==> src/rtl/core_pkg.sv <==
// Shared definitions for the 16-bit core: instruction field positions, opcodes
// and the ID-stage control word layout.
package core_pkg;

    localparam int INSTR_W   = 16;
    localparam int REG_IDX_W = 5;
    localparam int CTRL_W    = 4;

    localparam int OPC_HI = 15;
    localparam int OPC_LO = 12;
    localparam int RS1_HI = 11;
    localparam int RS1_LO = 7;
    localparam int RS2_HI = 6;
    localparam int RS2_LO = 2;
    localparam int JMP_FIELD_W = 12;

    localparam logic [3:0] OPC_NOP  = 4'h0;
    localparam logic [3:0] OPC_ADD  = 4'h1;
    localparam logic [3:0] OPC_SUB  = 4'h2;
    localparam logic [3:0] OPC_AND  = 4'h3;
    localparam logic [3:0] OPC_OR   = 4'h4;
    localparam logic [3:0] OPC_ADDI = 4'h5;
    localparam logic [3:0] OPC_LD   = 4'h6;
    localparam logic [3:0] OPC_ST   = 4'h7;
    localparam logic [3:0] OPC_BEQZ = 4'h8;
    localparam logic [3:0] OPC_JMP  = 4'h9;

    localparam int CTRL_REG_WRITE = 3;
    localparam int CTRL_MEM_READ  = 2;
    localparam int CTRL_MEM_WRITE = 1;
    localparam int CTRL_BRANCH    = 0;

    localparam logic [CTRL_W-1:0] CTRL_NONE  = 4'b0000;
    localparam logic [CTRL_W-1:0] CTRL_ALU   = 4'b1000;
    localparam logic [CTRL_W-1:0] CTRL_LOAD  = 4'b1100;
    localparam logic [CTRL_W-1:0] CTRL_STORE = 4'b0010;
    localparam logic [CTRL_W-1:0] CTRL_BR    = 4'b0001;

    typedef struct packed {
        logic [CTRL_W-1:0] control;
        logic              illegal;
        logic              reads_reg1;
        logic              reads_reg2;
    } decode_t;

endpackage

==> src/rtl/id_decoder.sv <==
// Pure combinational opcode decode: control word, illegal flag and which
// register-file ports the instruction actually reads.
module id_decoder
    import core_pkg::*;
(
    input  logic [3:0] opcode,
    output decode_t    decode
);

    // Illegal opcodes behave as NOP and read nothing, so they never cause a bubble.
    always_comb begin
        decode = '{control: CTRL_NONE, illegal: 1'b0, reads_reg1: 1'b0, reads_reg2: 1'b0};
        case (opcode)
            OPC_NOP: begin
            end
            OPC_ADD, OPC_SUB, OPC_AND, OPC_OR: begin
                decode.control    = CTRL_ALU;
                decode.reads_reg1 = 1'b1;
                decode.reads_reg2 = 1'b1;
            end
            OPC_ADDI: begin
                decode.control    = CTRL_ALU;
                decode.reads_reg1 = 1'b1;
            end
            OPC_LD: begin
                decode.control    = CTRL_LOAD;
                decode.reads_reg1 = 1'b1;
                decode.reads_reg2 = 1'b1;
            end
            OPC_ST: begin
                decode.control    = CTRL_STORE;
                decode.reads_reg1 = 1'b1;
                decode.reads_reg2 = 1'b1;
            end
            OPC_BEQZ: begin
                decode.control    = CTRL_BR;
                decode.reads_reg1 = 1'b1;
            end
            OPC_JMP: begin
                decode.control    = CTRL_BR;
            end
            default: begin
                decode.illegal    = 1'b1;
            end
        endcase
    end

endmodule

==> src/rtl/instruction_decode_stage.sv <==
// ID pipeline stage: decode, RF index issue, ID/EX register with stall/flush and
// load-use bubbles. Optional writeback bypass enabled by ID_WB_BYPASS_EN.
module instruction_decode_stage
    import core_pkg::*;
#(
    parameter int DATA_W = 16,
    parameter int PC_W   = 14,
    parameter int IMM_W  = 7
) (
    input  logic                 clk,
    input  logic                 rst,
    input  logic                 valid_if,
    input  logic [PC_W-1:0]      next_program_counter_if,
    input  logic [INSTR_W-1:0]   instruction_if,
    input  logic                 branch_prediction_bp,
    input  logic [DATA_W-1:0]    reg1_data_rf,
    input  logic [DATA_W-1:0]    reg2_data_rf,
    input  logic                 stall_ex,
    input  logic                 flush_ex,
`ifdef ID_WB_BYPASS_EN
    input  logic                 wb_we,
    input  logic [REG_IDX_W-1:0] wb_idx,
    input  logic [DATA_W-1:0]    wb_data,
`endif
    output logic [REG_IDX_W-1:0] reg1_index_rf,
    output logic [REG_IDX_W-1:0] reg2_index_rf,
    output logic                 stall_if,
    output logic                 valid_id,
    output logic [3:0]           opcode_id,
    output logic [PC_W-1:0]      target_address_id,
    output logic [PC_W-1:0]      next_program_counter_id,
    output logic [DATA_W-1:0]    reg1_data_id,
    output logic [DATA_W-1:0]    reg2_data_id,
    output logic [REG_IDX_W-1:0] dest_reg_index_id,
    output logic [DATA_W-1:0]    immediate_id,
    output logic [CTRL_W-1:0]    control_id,
    output logic                 prediction_id,
    output logic                 illegal_id
);

    logic [3:0]           opcode;
    decode_t              decode;
    logic                 hazard;
    logic [CTRL_W-1:0]    load_control;
    logic [REG_IDX_W-1:0] load_dest;
    logic [DATA_W-1:0]    imm_data;
    logic [PC_W-1:0]      imm_pc;
    logic [PC_W-1:0]      jmp_target;
    logic [PC_W-1:0]      load_target;
    logic [DATA_W-1:0]    operand1;
    logic [DATA_W-1:0]    operand2;

    assign opcode        = instruction_if[OPC_HI:OPC_LO];
    assign reg1_index_rf = instruction_if[RS1_HI:RS1_LO];
    assign reg2_index_rf = instruction_if[RS2_HI:RS2_LO];

    id_decoder u_id_decoder (
        .opcode (opcode),
        .decode (decode)
    );

    assign imm_data = {{(DATA_W-IMM_W){instruction_if[IMM_W-1]}}, instruction_if[IMM_W-1:0]};
    assign imm_pc   = {{(PC_W-IMM_W){instruction_if[IMM_W-1]}}, instruction_if[IMM_W-1:0]};

    // JMP keeps the upper PC bits of the current region and replaces the low 12.
    generate
        if (PC_W > JMP_FIELD_W) begin : g_jmp_region
            assign jmp_target = {next_program_counter_if[PC_W-1:JMP_FIELD_W],
                                 instruction_if[JMP_FIELD_W-1:0]};
        end else begin : g_jmp_flat
            assign jmp_target = instruction_if[JMP_FIELD_W-1:0];
        end
    endgenerate

    always_comb begin
        load_target = '0;
        case (opcode)
            OPC_BEQZ: load_target = next_program_counter_if + imm_pc;
            OPC_JMP:  load_target = jmp_target;
            default:  load_target = '0;
        endcase
    end

    assign load_control = valid_if ? decode.control : CTRL_NONE;
    assign load_dest    = load_control[CTRL_REG_WRITE] ? reg1_index_rf : '0;

`ifdef ID_WB_BYPASS_EN
    // A same-cycle writeback wins over the (stale) register-file read, per port.
    always_comb begin
        operand1 = reg1_data_rf;
        operand2 = reg2_data_rf;
        if (wb_we && (wb_idx != '0) && (wb_idx == reg1_index_rf)) begin
            operand1 = wb_data;
        end
        if (wb_we && (wb_idx != '0) && (wb_idx == reg2_index_rf)) begin
            operand2 = wb_data;
        end
    end
`else
    assign operand1 = reg1_data_rf;
    assign operand2 = reg2_data_rf;
`endif

    // A load in ID whose destination the incoming instruction reads must wait a cycle.
    always_comb begin
        hazard = valid_id && control_id[CTRL_MEM_READ] && (dest_reg_index_id != '0) && valid_if &&
                 ((decode.reads_reg1 && (reg1_index_rf == dest_reg_index_id)) ||
                  (decode.reads_reg2 && (reg2_index_rf == dest_reg_index_id)));
    end

    assign stall_if = !flush_ex && (stall_ex || hazard);

    always_ff @(posedge clk or posedge rst) begin
        if (rst) begin
            valid_id                <= 1'b0;
            opcode_id               <= '0;
            target_address_id       <= '0;
            next_program_counter_id <= '0;
            reg1_data_id            <= '0;
            reg2_data_id            <= '0;
            dest_reg_index_id       <= '0;
            immediate_id            <= '0;
            control_id              <= '0;
            prediction_id           <= 1'b0;
            illegal_id              <= 1'b0;
        end else if (flush_ex) begin
            valid_id   <= 1'b0;
            control_id <= '0;
        end else if (!stall_ex) begin
            if (hazard) begin
                valid_id   <= 1'b0;
                control_id <= '0;
            end else begin
                valid_id                <= valid_if;
                opcode_id               <= opcode;
                target_address_id       <= load_target;
                next_program_counter_id <= next_program_counter_if;
                reg1_data_id            <= operand1;
                reg2_data_id            <= operand2;
                dest_reg_index_id       <= load_dest;
                immediate_id            <= imm_data;
                control_id              <= load_control;
                prediction_id           <= branch_prediction_bp;
                illegal_id              <= decode.illegal;
            end
        end
    end

endmodule

==> config.mk <==
export PLATFORM = sky130hd
export DESIGN_NAME = instruction_decode_stage
export DESIGN_NICKNAME = d
export VERILOG_FILES = /design/src/rtl/core_pkg.sv /design/src/rtl/id_decoder.sv /design/src/rtl/instruction_decode_stage.sv
export SDC_FILE = /design/constraint.sdc
export NUM_CORES = 1
export LEC_CHECK = 0
export ABC_AREA = 1
export CORE_AREA = 2 2 101 103
export DETAILED_ROUTE_END_ITERATION = 16
export DIE_AREA = 0 0 103 105
export PLACE_DENSITY = 0.95
export SYNTH_ARGS = -nofsm -noshare
export SYNTH_HDL_FRONTEND = slang
export SYNTH_HIERARCHICAL = 1
export SYNTH_SLANG_ARGS = --single-unit
==> constraint.sdc <==
create_clock -name clk -period 4.7 [get_ports clk]
set_clock_uncertainty 0.2 [all_clocks]
set_input_delay 0.47 -clock clk [delete_from_list [all_inputs] [get_ports clk]]
set_output_delay 0.47 -clock clk [all_outputs]
set_load 0.02 [all_outputs]
==> impl_results.md <==
* Grt total ovfl at 0
* Tmin final at 3334 ps
* Sink of the worst hold path: reg2_data_id[6]
* Max frequency at 300.0 MHz
* Total power at 1.943 mW
* Diodes inserted at 0
* PwrDens at 305.2 mW/mm^2
* CTS clk-pin slew, worst paths at 90 ps
* Worst slew pin tran at 989.1 ps
* Drt via density at 4.907
* Hold-fix buffers, CTS at 0
* Worst ir drop on vdd at 0.0001819 V
* Leakage at 3.262 nW
* Mapped Cells at 625
* Worst EP arrival at 2660 ps
* Post-synthesis cell area at 0.004589 mm^2
* Setup CP Type: input pin to output port
* FF-to-FF setup slack at 2120 ps
* Final GP Congestion at 0.9095
* Dominant cell type by area after synthesis: dfrtp_1
* Unrepaired setup endpoints after global routing: false
* Fin crit share at 0.7093
* Class of the worst hold path: register to register
* Tot GR Track Use at 0.2397
* Cell Count, Final, Fillers Out at 911
* Final hold violations at 0
* # DRC at 0
* CTS tree: done
* WHS at 285.1 ps
* Die width at 103 um
* Synth area leaders: dfrtp_1, nand2_1, inv_1
* Number of port buffers at 170
* Core ar. at 0.009639 mm^2
* Family with the most delay on the worst path: buffers and inverters
* Critical-path cell list: clkdlybuf4s50_1, nor2_1, o21ai_0, o21ai_1, o21ai_0, nor2_1, nand3_1, nand2_1, nand2_4, a21oi_1, clkdlybuf4s50_1
* Setup violators final at 0
* Initial core utilization at 0.4761
* DP Area at 0.006178 mm^2
* Endpoint class of the critical path: output port
* EDFF count, synth at 0
* Syn_nets at 707
* Final net count at 855
* Max cap viols at 0
* Setup bufs post-CTS at 0
* Total CTS buffers at 9
* Routed vias at 4470
* Final setup TNS at 0 ps
* Vias in the first global route at 4250
* Post-synth cell types at 27
* Core Rows at 36
* Final Max Slew Viols at 0
* Clk sink count at 83
* Clk root buf: clkbuf_8
* Sequential fraction of the synthesis area at 0.4526
* Yosys top cell area share at 0.4526
* Hold wc startpoint: reg2_data_id[6]
* Starting DRT DRC Count at 307
* DIE HEIGHT at 105 um
* Number of cells on the worst hold path at 2
* Synth-to-Final Area Change at 38.77%
* WL final at 12650 um
* Largest net degree at the start of global routing at 63
* First-pass GRT wire length at 20490 um
* DRT Pass-1 Iters at 5
* Path depth of the worst reg2reg path at 12
* Routed length per instance at 13.89 um
* Synth Register Bits at 83
* H-tree Lvls at 3
* Slowest CP cell: clkdlybuf4s50_1
* Status: completed
* Die area at 0.01082 mm^2
* Io pins at 171
* Worst skew pair latency at 360 ps
* Launching point of the worst reg2reg path: dest_reg_index_id[0]
* Synth async-reset ratio at 1.000
* Worst setup margin at 1366 ps
* CP Launch Type: input pin
* Reg2reg end: reg2_data_id[8]
* Crit path buf inv count at 2
* Synth Warn # at 6
* CP max stage delay at 630 ps
* Place WS at 1308 ps
* Max Buffers Root-to-Sink at 2
* Layout cells sized above 1 at 0.03470
* DP Cell Count at 895
* Relative slew slack at 0.3406
* Post-route antenna net violation count at 0
* Dpl hpwl at 9324 um
* Post-route cell area at 0.006369 mm^2
* Initial antenna violation count at 0
* Critical Path RT at 4030 ps
* Crit Path Max Fanout at 7
* Syn Area/Cell at 7.343 um^2
* Predominant post-synthesis flop cell: dfrtp_1
* CTS resizes at 0
* Final Util at 0.6607
[logic make-up (layout without fill, tap and decap cells)]
logic type | after synthesis | count (layout) | share of synthesized area
AND/OR/NAND/NOR | 388 | 388 | 0.3367
buffers and inverters | 90 | 243 | 0.1110
flip-flops | 83 | 83 | 0.4526
AO/OA/AOI/OAI | 44 | 44 | 0.04853
adder cells (fa/ha/maj) | 14 | 14 | 0.03980
XOR/XNOR | 6 | 6 | 0.01145
[cell type report]
type	instances	area, um^2
clock inverter	7	66.31
timing repair buffer	174	1732
sequential	83	2077
fill	847	3271
inverter	53	200.2
clock buffer	9	123.9
multi-input combinational	452	2003
tap	133	166.4
[per-layer routing]
layer | wire, um | track usage | vias up
met2 | 6189 | 0.3938 | 178
met5 | 0 | 0 | -
li1 | - | - | 2213
met1 | 5328 | 0.3157 | 2062
met3 | 904 | 0.04950 | 17
met4 | 228 | 0.07237 | 0
[cells in the mapped netlist, types with 2 or more instances]
master    count
nand4_1       3
nand3b_1      5
nand2_1     318
o21ai_0      21
nand3_1      26
buf_2         6
o22ai_1       2
nor2_1       30
o21ai_1      13
buf_12        2
xor2_1        5
a21oi_1       8
buf_4        22
inv_1        52
nor2_2        2
ha_1         13
dfrtp_1      83
buf_6         5
[worst max-delay path by stage]
stage,from,to,slack (ps),depth (start not counted)
5_1_grt,instruction_if[14],stall_if,1230,11
6_report,instruction_if[14],stall_if,1370,11
3_3_place_gp,instruction_if[13],reg1_data_id[12],1400,14
4_1_cts,instruction_if[14],stall_if,1390,11
3_5_place_dp,instruction_if[14],target_address_id[12],1310,14
2_1_floorplan,rst,control_id[0],1890,1
[state kept, by name, indices dropped and copies added, names as in the netlist, 4 cells and up]
name,flops
dest_reg_index_id,5
target_address_id,14
immediate_id,7
control_id,4
next_program_counter_id,14
reg2_data_id,16
opcode_id,4
reg1_data_id,16
[layout by cell type (no fill, tap or decap)]
| cell | Yosys | routed |
|---|---|---|
| a21oi_1 | 8 | 8 |
| buf_4 | 22 | 4 |
| clkbuf_8 | 0 | 9 |
| clkdlybuf4s50_1 | 0 | 170 |
| clkinv_2 | 0 | 1 |
| clkinvlp_4 | 0 | 2 |
| dfrtp_1 | 83 | 83 |
| fa_1 | 1 | 1 |
| ha_1 | 13 | 13 |
| inv_1 | 52 | 51 |
| inv_2 | 1 | 1 |
| inv_6 | 0 | 2 |
| inv_8 | 0 | 3 |
| nand2_1 | 318 | 318 |
| nand2_4 | 1 | 1 |
| nand3_1 | 26 | 26 |
| nand3_4 | 1 | 1 |
| nand3b_1 | 5 | 5 |
| nand4_1 | 3 | 3 |
| nor2_1 | 30 | 30 |
| nor2_2 | 2 | 2 |
| nor3_1 | 1 | 1 |
| o21ai_0 | 21 | 21 |
| o21ai_1 | 13 | 13 |
| o22ai_1 | 2 | 2 |
| or2_2 | 1 | 1 |
| xnor2_1 | 1 | 1 |
| xor2_1 | 5 | 5 |
[where the power goes]
part / switching [mW] / total, mW / internal, mW
Combinational: 0.329 / 0.604 / 0.275
Clock: 0.298 / 0.505 / 0.207
Sequential: 0.0467 / 0.834 / 0.788
Total: 0.674 / 1.94 / 1.27
[worst reg2reg max path, cell delays in order (launching register included)]
cell and delay, ps:
dfrtp_1 430, inv_1 120, nand2_1 50, o21ai_0 70
nor2_1 70, nand3_1 80, nand2_1 90, nand2_4 110
nand3_4 340, inv_2 190, buf_4 530, nand2_1 140
nand2_1 100
No activity file was read; power rests on OpenSTA's default activity.
